[src/rtl/ring_game_pkg.sv]
// Shared types and constants for the ring reaction game.
package ring_game_pkg;

  localparam int         RING_WIDTH  = 15;
  localparam logic [3:0] INVALID_POS = 4'hF;

  typedef enum logic [1:0] {
    IDLE = 2'd0,
    RUN  = 2'd1,
    HOLD = 2'd2,
    DONE = 2'd3
  } state_t;

  // Verdict on the ring value seen on a press cycle.
  typedef struct packed {
    logic       hit;
    logic       miss;
    logic       bad;
    logic [3:0] pos;
  } judge_t;

endpackage

[src/rtl/onehot_encode.sv]
// One-hot to binary index. valid is low for zero or multi-hot input.
module onehot_encode #(
  parameter int WIDTH = 15
) (
  input  logic [WIDTH-1:0]         onehot,
  output logic [$clog2(WIDTH)-1:0] idx,
  output logic                     valid
);

  localparam int IW = $clog2(WIDTH);

  // OR together the indices of every set bit; only meaningful when valid.
  always_comb begin
    idx = '0;
    for (int i = 0; i < WIDTH; i++) begin
      if (onehot[i]) idx = idx | IW'(i);
    end
    valid = (onehot != '0) && ((onehot & (onehot - WIDTH'(1))) == '0);
  end

endmodule

[src/rtl/ring_stop_judge.sv]
// Reaction-game judge: gates the ring counter, catches stop presses,
// scores the captured position over a fixed number of rounds.
module ring_stop_judge
  import ring_game_pkg::*;
#(
  parameter int WIDTH       = RING_WIDTH,
  parameter int TARGET      = 7,
  parameter int ROUNDS      = 5,
  parameter int HOLD_CYCLES = 50_000_000
) (
  input  logic             clk,
  input  logic             rst_n,
  input  logic             start,
  input  logic             tick,
  input  logic             stop_btn,
  input  logic [WIDTH-1:0] count,
  output logic             ring_en,
  output logic             hit,
  output logic             miss,
  output logic [3:0]       pos,
  output logic [3:0]       score,
  output logic [3:0]       round,
  output logic             busy,
  output logic             done,
  output logic             err
);

  localparam int IW = $clog2(WIDTH);
  localparam int HW = $clog2(HOLD_CYCLES);

  state_t        state, state_nxt;
  logic          sync1, sync_q, prev_q;
  logic          stop_edge;
  logic [HW-1:0] hold_cnt;
  logic [IW-1:0] enc_idx;
  logic          enc_valid;
  judge_t        jd;
  logic          cap;
  logic          clr_game;

  onehot_encode #(.WIDTH(WIDTH)) u_enc (
    .onehot (count),
    .idx    (enc_idx),
    .valid  (enc_valid)
  );

  // Two-flop synchroniser plus a delayed copy for rising-edge detect.
  always_ff @(posedge clk or negedge rst_n) begin
    if (!rst_n) begin
      sync1  <= 1'b0;
      sync_q <= 1'b0;
      prev_q <= 1'b0;
    end else begin
      sync1  <= stop_btn;
      sync_q <= sync1;
      prev_q <= sync_q;
    end
  end

  assign stop_edge = sync_q & ~prev_q;
  assign cap       = (state == RUN) & stop_edge;
  assign clr_game  = start & ((state == IDLE) | (state == DONE));

  // Ring only moves while running, and never on the press cycle so the
  // capture sees the pre-advance value.
  assign ring_en = tick & (state == RUN) & ~stop_edge;
  assign busy    = (state == RUN) | (state == HOLD);
  assign done    = (state == DONE);

  // Classify the ring value presented on the press cycle.
  always_comb begin
    jd.bad  = ~enc_valid;
    jd.hit  = enc_valid && (enc_idx == IW'(TARGET));
    jd.miss = ~jd.hit;
    jd.pos  = enc_valid ? 4'(enc_idx) : INVALID_POS;
  end

  // State register.
  always_ff @(posedge clk or negedge rst_n) begin
    if (!rst_n) state <= IDLE;
    else        state <= state_nxt;
  end

  // Next-state: start only honoured from IDLE/DONE, presses only in RUN.
  always_comb begin
    state_nxt = state;
    case (state)
      IDLE: if (start) state_nxt = RUN;
      RUN:  if (stop_edge) state_nxt = HOLD;
      HOLD: if (hold_cnt == '0) state_nxt = (round == 4'(ROUNDS)) ? DONE : RUN;
      DONE: if (start) state_nxt = RUN;
      default: state_nxt = IDLE;
    endcase
  end

  // Freeze timer: loaded on capture, counts down to zero through HOLD.
  always_ff @(posedge clk or negedge rst_n) begin
    if (!rst_n)                               hold_cnt <= '0;
    else if (cap)                             hold_cnt <= HW'(HOLD_CYCLES - 1);
    else if (state == HOLD && hold_cnt != '0) hold_cnt <= hold_cnt - HW'(1);
  end

  // Score/round bookkeeping and one-cycle verdict pulses.
  always_ff @(posedge clk or negedge rst_n) begin
    if (!rst_n) begin
      hit   <= 1'b0;
      miss  <= 1'b0;
      pos   <= INVALID_POS;
      score <= '0;
      round <= '0;
      err   <= 1'b0;
    end else begin
      hit  <= 1'b0;
      miss <= 1'b0;
      if (clr_game) begin
        score <= '0;
        round <= '0;
        err   <= 1'b0;
      end
      if (cap) begin
        hit   <= jd.hit;
        miss  <= jd.miss;
        pos   <= jd.pos;
        round <= round + 4'd1;
        if (jd.hit && score != 4'hF) score <= score + 4'd1;
        if (jd.bad) err <= 1'b1;
      end
    end
  end

endmodule

[config.mk]
export PLATFORM = sky130hd
export DESIGN_NAME = ring_stop_judge
export DESIGN_NICKNAME = d
export VERILOG_FILES = /design/src/rtl/ring_game_pkg.sv /design/src/rtl/onehot_encode.sv /design/src/rtl/ring_stop_judge.sv
export SDC_FILE = /design/constraint.sdc
export NUM_CORES = 1
export LEC_CHECK = 0
export ABC_AREA = 1
export BUFFER_PORTS_ARGS = -buffer_cell sky130_fd_sc_hd__buf_4
export CAP_MARGIN = 20
export CORE_ASPECT_RATIO = 0.9
export CORE_MARGIN = 5
export CORE_UTILIZATION = 58
export DETAILED_ROUTE_END_ITERATION = 6
export PLACE_DENSITY = 0.78
export SETUP_SLACK_MARGIN = 0.05
export SLEW_MARGIN = 20
export SYNTH_ARGS = -nofsm -noshare
export SYNTH_HDL_FRONTEND = slang
export SYNTH_SLANG_ARGS = --single-unit
[constraint.sdc]
create_clock -name clk -period 2.34 [get_ports clk]
set_input_delay 0.234 -clock clk [delete_from_list [all_inputs] [get_ports clk]]
set_output_delay 0.234 -clock clk [all_outputs]
set_load 0.02 [all_outputs]
==> metrics.md, run 1 <==
| Metric | Value |
|---|---|
| Status | finished, final reports clean |
| Clock tree root driver cell | clkbuf_8 |
| Clock-pin slew on the worst setup and hold paths | ~0.090 ns |
| Setup CP Type | flop to flop |
| Post-CTS Setup Bufs | 0 |
| CTS tree | done |
| Nets | 459 |
| Clk sink count | between 40 and 50 |
| Num CTS Buffers | 5 |
| Fin util | 69.20% |
| DRT antenna net count | 0 |
| Filler cells | roughly 410 |
| Io pins | 38 |
| CP Buf/Inv Count | 2 |
| Die area | approximately 6500 µm² |
| Worst-path fanout max | 12 |
| Drt pass-1 iters | 5 |
| CP arrival | around 2.2 ns |
| Setup TNS | 0 ns |
| Number of hold buffers added after cts | 1 |
| Drt total wl | 6451 µm |
| DIE HEIGHT | 77.03 µm |
| Final slew viol count | 0 |
| Critical R2R Launch | hold_cnt[0] |
| Overall global routing resource usage | between 20% and 30% |
| Global route overflow | 0 |
| Drt drc | 0 |
| Vias in the first global route | 2396 |
| Max-Slew Margin vs Limit | about three fifths |
| CP peak stage delay | between 0.4 and 0.5 ns |
| Detail Placement HPWL | 5012 µm |
| Finished Layout Cells | a little under 500 |
| Final Setup Violations | 0 |
| Die width | around 84 µm |
| PD cells | 702.2 nW/µm² |
| Register area share after synthesis | 39.93% |
| P&R area growth vs syn | 15.56% |
| Synthesized flop and latch total | between 40 and 50 |
| Footprint of the multi-input gates | 1504 µm² |
| Crit-path leading delay family | simple AND/OR/NAND/NOR gates |
| N_diodes | 0 |
| Leakage power | 1.522 nW |
| F_max | about 510 MHz |
| Post_cts resized | 0 |
| Main flop type after synthesis | dfrtp_1 |
| Starting Density | approximately three fifths |
| Core footprint | slightly below 5000 µm² |
| H-tree depth | 2 |
| RSZ-0062 raised after global routing | no |
| CP Launch Point | hold_cnt[0] |
| Synth warn | 0 |
| CTS Buffer Depth | 2 |
| Crit end category | flop |
| Avg Vias per Cell | about 5.3 |
| Max Cap Viol | 0 |
| Post-synth EDFFs | 0 |
| Port buffer count | 37 |
| Post-Syn Area per Cell | between 7 and 8 µm² |
| CP startpoint kind | flop |
| Worst Hold Class | input port to flop |
| Routed len/inst | approximately 13 µm |
| Worst Tran Pin Value | between 0.5 and 0.6 ns |
| Drt initial violations | between 150 and 200 |
| Hold path start | stop_btn |
| Asr flop ratio synth | 100.0% |
| Via count | between 2000 and 3000 |
| Reg area | between 1000 and 1500 µm² |
| Most common cell after layout, fill and taps aside | nand2_1 |
| Maximum vdd drop | 0.4684 mV |
| Final Critical Period | 1.948 ns |
| Largest net degree at the start of global routing | 47 |
| First-pass GRT wire length | 11070 µm |
| Clock Skews | between 0.01 and 0.015 ns |
| Tcrit/Tclk final | roughly 83% |
| CP cell instances | inv_1 -> ha_1 -> nand2_2 -> nor2_4 -> nand4_1 -> and2_4 -> nor2_4 -> inv_1 -> nand3_1 -> a21oi_1 -> o21ai_0 |
| Share of cells above drive strength 1 | 17.82% |
| Skew-Pair Late Insertion Delay | roughly 0.30 ns |
| Final GP Congestion | roughly 0.9 |
| Hold violation total from the final report | 0 |
| Distinct cells, synth | 40 |
| Syn Std Cell Area | around 2900 µm² |
| Initial antenna violation count | 0 |
| Synthesized net count | a little over 400 |
| Placed cells | 488 |
| CP max-delay cell | dfrtp_1 |
| Critical path data required time | approximately 2.6 ns |
| Most frequent cells in the layout | 88 x nand2_1, 56 x nor2_1, 47 x inv_1 |
| Gate Count Post-Synth | 387 |
| Row cnt | 24 |
==> kinds of logic (layout without fill, tap and decap cells) <==
family,count (synthesis),count (layout),synth area share (%)
and+or+nand+nor,213,213,34.01
buffers and inverters,55,100,8.211
AOI/OAI and AO/OA,53,53,10.72
DFF,46,46,39.93
xor gates and xnor gates,11,11,3.328
adders and majority gates,8,8,3.457
muxes,1,1,0.3457
==> synth_stat cells, types with 2 or more instances <==
cell type / number / share of area (%)
nand3_1: 23 / 4.0
inv_1: 47 / 6.1
ha_1: 8 / 3.5
nor3_1: 6 / 1.0
o211ai_1: 2 / 0.52
o31ai_1: 5 / 1.3
xnor2_1: 2 / 0.61
nand2_1: 88 / 11
nand3b_1: 4 / 1.0
or2_2: 2 / 0.43
buf_2: 2 / 0.35
dfrtp_1: 42 / 36
o22ai_1: 5 / 1.1
o21ai_1: 4 / 0.69
dfstp_2: 4 / 3.6
nor2_2: 7 / 1.5
nor2_4: 3 / 1.2
nand4_1: 9 / 1.9
a21oi_1: 10 / 1.7
nor4_1: 4 / 0.86
nor2_1: 57 / 7.4
clkbuf_1: 2 / 0.26
nand2_2: 3 / 0.65
or2_1: 2 / 0.43
o21ai_0: 23 / 4.0
xor2_1: 9 / 2.7
==> path summary, 6_finish.rpt <==
path                                      to  slack, ns  cells after the start
worst max-delay path            hold_cnt[19]       0.39                     11
worst min-delay path                   sync1       0.04                      1
worst max register to register  hold_cnt[19]       0.39                     11
worst min register to register        sync_q       0.36                      0
max in group asynchronous             pos[1]       1.47                      2
min in group asynchronous             prev_q       0.47                      2
==> metrics by stage <==
step,power [W],cell area [µm²],hold slack (ns),worst slack [ns]
floorplan,0.001612,2895,-0.06159,0.6101
global placement,0.001847,3249,0.2690,0.5003
detailed placement,0.001891,3249,0.2749,0.4111
CTS,0.002371,3346,0.03108,0.4006
global route,0.002519,3346,0.01598,0.1722
finish,0.002349,3346,0.03513,0.3924
==> state kept, by name, indices dropped and copies added, names as in the netlist <==
register  flops
err           1
pos           4
score         4
sync1         1
hit           1
sync_q        1
miss          1
hold_cnt     26
round         4
prev_q        1
state         2
==> report_power, final <==
part / internal [W] / total, W / switching (W) / leakage [nW]
Sequential: 0.000903 / 0.00102 / 0.000120 / 0.535
Combinational: 0.000323 / 0.000850 / 0.000527 / 0.942
Clock: 0.000211 / 0.000476 / 0.000265 / 0.0452
Total: 0.00144 / 0.00235 / 0.000912 / 1.52
==> per-layer routing <==
metal | routed length, µm | up-vias | GRT usage [%]
met1 | 3052 | 1209 | 29.37
li1 | - | 1343 | -
met2 | 2981 | 80 | 32.41
met4 | 34 | 0 | 2.848
met5 | 0 | - | 0
met3 | 383 | 4 | 4.716
==> layout make-up <==
class | instances | area share, %
Multi-Input combinational cell | 286 | 44.95
Sequential cell | 46 | 34.55
Timing Repair Buffer | 42 | 9.499
Clock buffer | 6 | 2.169
Clock inverter | 2 | 0.4114
Inverter | 50 | 5.984
Tap cell | 65 | 2.431
(Power assumes the default switching activity.)
==> run 2: changes to the inputs <==
==> constraint.sdc (replaced) <==
create_clock -name clk -period 1.8 [get_ports clk]
set_input_delay 0.18 -clock clk [delete_from_list [all_inputs] [get_ports clk]]
set_output_delay 0.18 -clock clk [all_outputs]
set_load 0.02 [all_outputs]
==> run 2 against run 1 <==
Effect of this change: the flow now finishes with violations (setup timing); via count grew 7.0%; design area rose by 11%; fmax rose by 7.3%; die area did not move; sequential cell count is the same; largest cell class unchanged; global-route usage is 1.6 points higher; clock-buffer cell count stayed put; total power increased by 52%; register-to-register slack lost 0.41 ns; worst setup slack lost 0.41 ns; non-clock buffer count up 20; clock skew decreased by 0.0027 ns; critical path type unchanged.
==> metrics.md, run 2 (synthesized netlist as in run 1, its figures left out) <==
| Metric | Value |
|---|---|
| Status | finished with violations |
| Failing checks | setup timing |
| Setup ws final | -0.01490 ns |
| WL met1 | approximately 3300 µm |
| Vias in the first global route | ~2600 |
| Reg with most FFs | hold_cnt |
| Most common cell after layout, fill and taps aside | nand2_1 |
| Core footprint | around 4800 µm² |
| Detail Placement HPWL | roughly 5000 µm |
| Max reg flops | 26 |
| Setup TNS | -0.01490 ns |
| Tot Pwr | around 0.0036 W |
| Overall global routing resource usage | about 22% |
| Wire length on met2 | roughly 3600 µm |
| Via count | approximately 2800 |
| Final GP Congestion | 0.9097 |
| Setup CP Type | flop to flop |
| Global route overflow | 0 |
| Largest net degree at the start of global routing | 47 |
| Most frequent cells in the layout | 86 x nand2_1, 55 x buf_4, 43 x inv_1 |
| Finished Layout Cells | between 500 and 600 |
| Final Critical Period | roughly 1.8 ns |
| Leakage power | around 1.6 nW |
| Smallest hold slack | approximately 0.23 ns |
| CTS tree | done |
| Num CTS Buffers | 5 |
| Routed len/inst | ~14 µm |
| Clock tree root driver cell | clkbuf_8 |
| Crit end category | flop |
| Tcrit/Tclk final | 100.8% |
| CP startpoint kind | flop |
| DRT antenna net count | 0 |
| Worst Tran Pin Value | around 0.56 ns |
| Dpl ws | -0.03937 ns |
| Worst Hold Class | input port to flop |
| RSZ-0062 raised after global routing | yes |
| First-pass GRT wire length | 11760 µm |
| Clk sink count | 46 |
| Drt pass-1 iters | 5 |
| Final Setup Violations | 1 |
| CP arrival | ~2.0 ns |
| Max layer used | met4 |
| Starting Density | 59.89% |
| Clock Skews | approximately 0.0085 ns |
| P&R area growth vs syn | 28.82% |
| Drt drc | 0 |
| H-tree depth | 2 |
| Placed cells | 495 |
| Port buffer count | 37 |
| Io pins | 38 |
| F_max | 551.0 MHz |
| Initial antenna violation count | 0 |
| Drt total wl | about 7500 µm |
| Die area | 6507 µm² |
| Maximum vdd drop | 0.6344 mV |
| Avg Vias per Cell | between 5 and 6 |
| Hold violation total from the final report | 0 |
| DIE HEIGHT | roughly 77 µm |
| Max-Slew Margin vs Limit | 62.46% |
| N_diodes | 0 |
| Skew-Pair Late Insertion Delay | about 0.3 ns |
| Nets | 479 |
| Clock-pin slew on the worst setup and hold paths | approximately 0.090 ns |
| CTS Buffer Depth | 2 |
| Worst-path fanout max | 7 |
| Die width | about 84 µm |
| Met3 WL | roughly 450 µm |
| Max Cap Viol | 0 |
| PD cells | 956.4 nW/µm² |
| Final slew viol count | 0 |
| Share of cells above drive strength 1 | a little under a third |
| Critical path data required time | between 2 and 2.5 ns |
| Row cnt | 24 |
| Drt initial violations | 220 |
run 2: changes by cell type in the layout (fill, tap and decap cells not counted), sizes merged:
cell,change
dlygate4sd3,+1
clkinv,-3
clkbuf,+1
inv,+1
buf,+18
bufinv,+1
run 2: what timing repair did:
action	4_1_cts	5_1_grt
buffers inserted	4	7
endpoints found under the hold margin	43	0
resized for setup	3	56
setup endpoints to repair	5	26
cloned	0	1
hold buffers	2	0
pin swaps	0	7
run 2: critical path: stages (launching register included):
cell,delay [ns]
dfrtp_2,0.47
nor2_4,0.15
nand2_2,0.08
nor2_2,0.16
nand4_1,0.12
and2_4,0.18
buf_4,0.14
nor2_4,0.13
buf_6,0.14
nand2_1,0.06
o211ai_1,0.09
run 2: per-layer routing:
| layer | vias to the layer above | global-route usage [%] |
|---|---|---|
| li1 | 1385 | - |
| met1 | 1327 | 30.68 |
| met2 | 97 | 34.23 |
| met3 | 11 | 4.823 |
| met4 | 0 | 7.120 |
| met5 | - | 0 |
run 2: stage by stage:
stage          cell area [µm²]  util, %
3_5_place_dp              3314    68.56
5_1_grt                   3730    77.15
3_3_place_gp              3314    68.56
6_report                  3730    77.15
2_1_floorplan             2895        -
4_1_cts                   3493    72.26
run 2: report_power, final:
group / leakage, nW / switching [W] / internal, W
sequential: 0.527 / 0.000171 / 0.00118
combinational: 1.06 / 0.000805 / 0.000610
clock: 0.0573 / 0.000355 / 0.000445
run 2: area by class of cell:
| class | count | area (µm²) |
|---|---|---|
| inverter | 50 | 202.7 |
| fill | 336 | 1105 |
| clock inverter | 1 | 30.03 |
| tap | 65 | 81.33 |
| sequential | 46 | 1167 |
| clock buffer | 6 | 82.58 |
| multi-input combinational | 286 | 1645 |
| timing repair buffer | 62 | 520.5 |
run 2: path summary, 6_finish.rpt:
path                              from           to  slack [ns]  depth (start not counted)
min                              start     state[0]        0.23                          3
min in group asynchronous        rst_n     round[2]        0.41                          2
max reg2reg                hold_cnt[8]  hold_cnt[1]       -0.01                         10
max in group asynchronous        rst_n  hold_cnt[1]        0.97                          2
min reg2reg                      sync1       sync_q        0.38                          0
max                        hold_cnt[8]  hold_cnt[1]       -0.01                         10
==> run 3: changes to the inputs <==
--- a/config.mk
+++ b/config.mk
@@ -9,7 +9,6 @@
 export BUFFER_PORTS_ARGS = -buffer_cell sky130_fd_sc_hd__buf_4
 export CAP_MARGIN = 20
 export CORE_ASPECT_RATIO = 0.9
-export CORE_MARGIN = 5
 export CORE_UTILIZATION = 58
 export DETAILED_ROUTE_END_ITERATION = 6
 export PLACE_DENSITY = 0.78
==> run 3 against run 2 <==
Effect of this change: the run now ends clean; non-clock buffer count decreased by 6; total power decreased by 9.3%; design area decreased by 4.4%; die area decreased by 19%; fmax increased by 5.0%; via count decreased by 3.7%; sequential share of layout area increased by 1.3 points; worst setup slack improved by 0.087 ns; sequential cell count unchanged; critical path depth decreased by 1; worst hold slack improved by 0.0072 ns; combinational power decreased by 9%; critical path type unchanged.
==> metrics.md, run 3 (synthesized netlist as in run 1, its figures left out) <==
| Metric | Value |
|---|---|
| Hold violation total from the final report | 0 |
| Core footprint | a little under 5000 µm² |
| Status | finished, final reports clean |
| Tcrit/Tclk final | roughly 96% |
| Die width | around 76 µm |
| Setup ws final | between 0.07 and 0.08 ns |
| Most frequent cells in the layout | 88 x nand2_1, 52 x buf_4, 51 x nor2_1 |
| N_diodes | 0 |
| CP Launch Point | hold_cnt[14] |
| Row cnt | 24 |
| Most common cell after layout, fill and taps aside | nand2_1 |
| Hold Crit Depth | 3 |
| Drt total wl | around 6600 µm |
| Max reg flops | 26 |
| Reg2reg setup slack | just over 0.07 ns |
| Critical Path End | hold_cnt[24] |
| Global route overflow | 0 |
| Overall global routing resource usage | approximately a quarter |
| Clock-pin slew on the worst setup and hold paths | ~0.090 ns |
| Starting Density | approximately 60% |
| P&R area growth vs syn | 23.12% |
| Crit end category | flop |
| Worst Hold Class | input port to flop |
| Reg area | 1162 µm² |
| Worst reg-to-reg path cell count | 9 |
| Dpl ws | -0.02485 ns |
| Die area | approximately 5300 µm² |
| Largest net degree at the start of global routing | between 40 and 50 |
| Leakage power | 1.633 nW |
| Critical path data required time | about 2.0 ns |
| Worst Tran Pin Value | ~0.56 ns |
| Share of cells above drive strength 1 | between 20% and 30% |
| Drt pass-1 iters | 5 |
| Detail Placement HPWL | roughly 4800 µm |
| Worst-path fanout max | 7 |
| Drt initial violations | approximately 220 |
| Initial antenna violation count | 0 |
| H-tree depth | 2 |
| Avg Vias per Cell | approximately 5.3 |
| Footprint of the multi-input gates | roughly 1600 µm² |
| CP arrival | around 1.9 ns |
| Skew-Pair Late Insertion Delay | 0.30 ns |
| Fin util | 73.73% |
| Tot Pwr | roughly 0.0032 W |
| Maximum vdd drop | between 0.7 and 0.8 mV |
| Port buffer count | 37 |
| Placed cells | between 400 and 500 |
| Setup CP Type | flop to flop |
| Clock Skews | just under 0.01 ns |
| CTS tree | done |
| CTS Buffer Depth | 2 |
| Routed len/inst | around 13 µm |
| Io pins | 38 |
| Num CTS Buffers | 5 |
| Final GP Congestion | roughly 0.90 |
| Max-Slew Margin vs Limit | between 60 and 70% |
| CP startpoint kind | flop |
| DRT antenna net count | 0 |
| Clock tree root driver cell | clkbuf_8 |
| Vias in the first global route | ~2400 |
| Clk sink count | 46 |
| DIE HEIGHT | 69.03 µm |
| F_max | between 500 and 600 MHz |
| First-pass GRT wire length | between 10000 and 15000 µm |
| PD cells | approximately 900 nW/µm² |
| Via count | between 2000 and 3000 |
| RSZ-0062 raised after global routing | yes |
| Final Setup Violations | 0 |
| Drt drc | 0 |
| Critical R2R Launch | hold_cnt[14] |
| Reg with most FFs | hold_cnt |
| Final Critical Period | about 1.7 ns |
| Worst R2R End | hold_cnt[24] |
| Finished Layout Cells | 512 |
| Nets | about 470 |
| Max Cap Viol | 0 |
| Final slew viol count | 0 |
| Filler cells | ~380 |
==> run 3: cell count changes in the layout (fill, tap and decap cells not counted), sizes merged <==
cell and delta:
buf -6, and2 +1, clkinv +2, bufinv -1
==> run 3: worst min path at each step <==
stage	end	start	slack [ns]
after global routing	state[0]	start	0.24
after floorplan	err	rst_n	-0.12
final	state[0]	start	0.23
after CTS	state[0]	start	0.23
after global placement	round[0]	rst_n	0.21
after detailed placement	round[2]	rst_n	0.21
==> run 3: metal layers <==
metal | GRT usage (%) | vias to the layer above | part of all wire (%)
li1 | - | 1378 | -
met4 | 6.410 | 0 | 0.81
met2 | 38.04 | 79 | 45
met5 | 0 | - | 0
met1 | 38.60 | 1252 | 49
met3 | 4.768 | 6 | 5.6
==> run 3: stage by stage <==
step                hold WS [ns]  setup TNS (ns)  instance area (µm²)
floorplan                -0.1156               0                 2895
CTS                       0.2267               0                 3441
global route              0.2382         -0.1650                 3565
detailed placement        0.2117        -0.03021                 3314
finish                    0.2340               0                 3565
global placement          0.2091               0                 3314
==> run 3: what timing repair did <==
item,CTS,global route
pin swaps,0,5
endpoints found under the setup margin,3,24
resized for setup,3,22
hold endpoints to repair,43,0
setup buffers,1,4
hold buffers,2,0
cloned,1,1
==> run 3: where the power goes <==
part | total, W | internal [W] | switching, W
registers | 0.00132 | 0.00117 | 0.000148
logic | 0.00129 | 0.000533 | 0.000757
clock network | 0.000622 | 0.000274 | 0.000348
total | 0.00323 | 0.00198 | 0.00125
==> run 3: critical path, stage by stage, from the launching register on <==
cell and delay, ns:
dfrtp_1 0.44, nor2_1 0.14, nand2_1 0.10, nor2_2 0.16, nand4_1 0.15, and2_4 0.24, nor2_4 0.09, buf_4 0.15
nand2_1 0.07, o31ai_1 0.08
==> run 3: cell type report <==
cell class	count	area share (%)
Tap cell	65	2.282
Multi-Input combinational cell	287	44.23
Sequential cell	46	32.61
Timing Repair Buffer	56	12.78
Clock buffer	6	2.036
Clock inverter	2	0.3861
Inverter	50	5.686
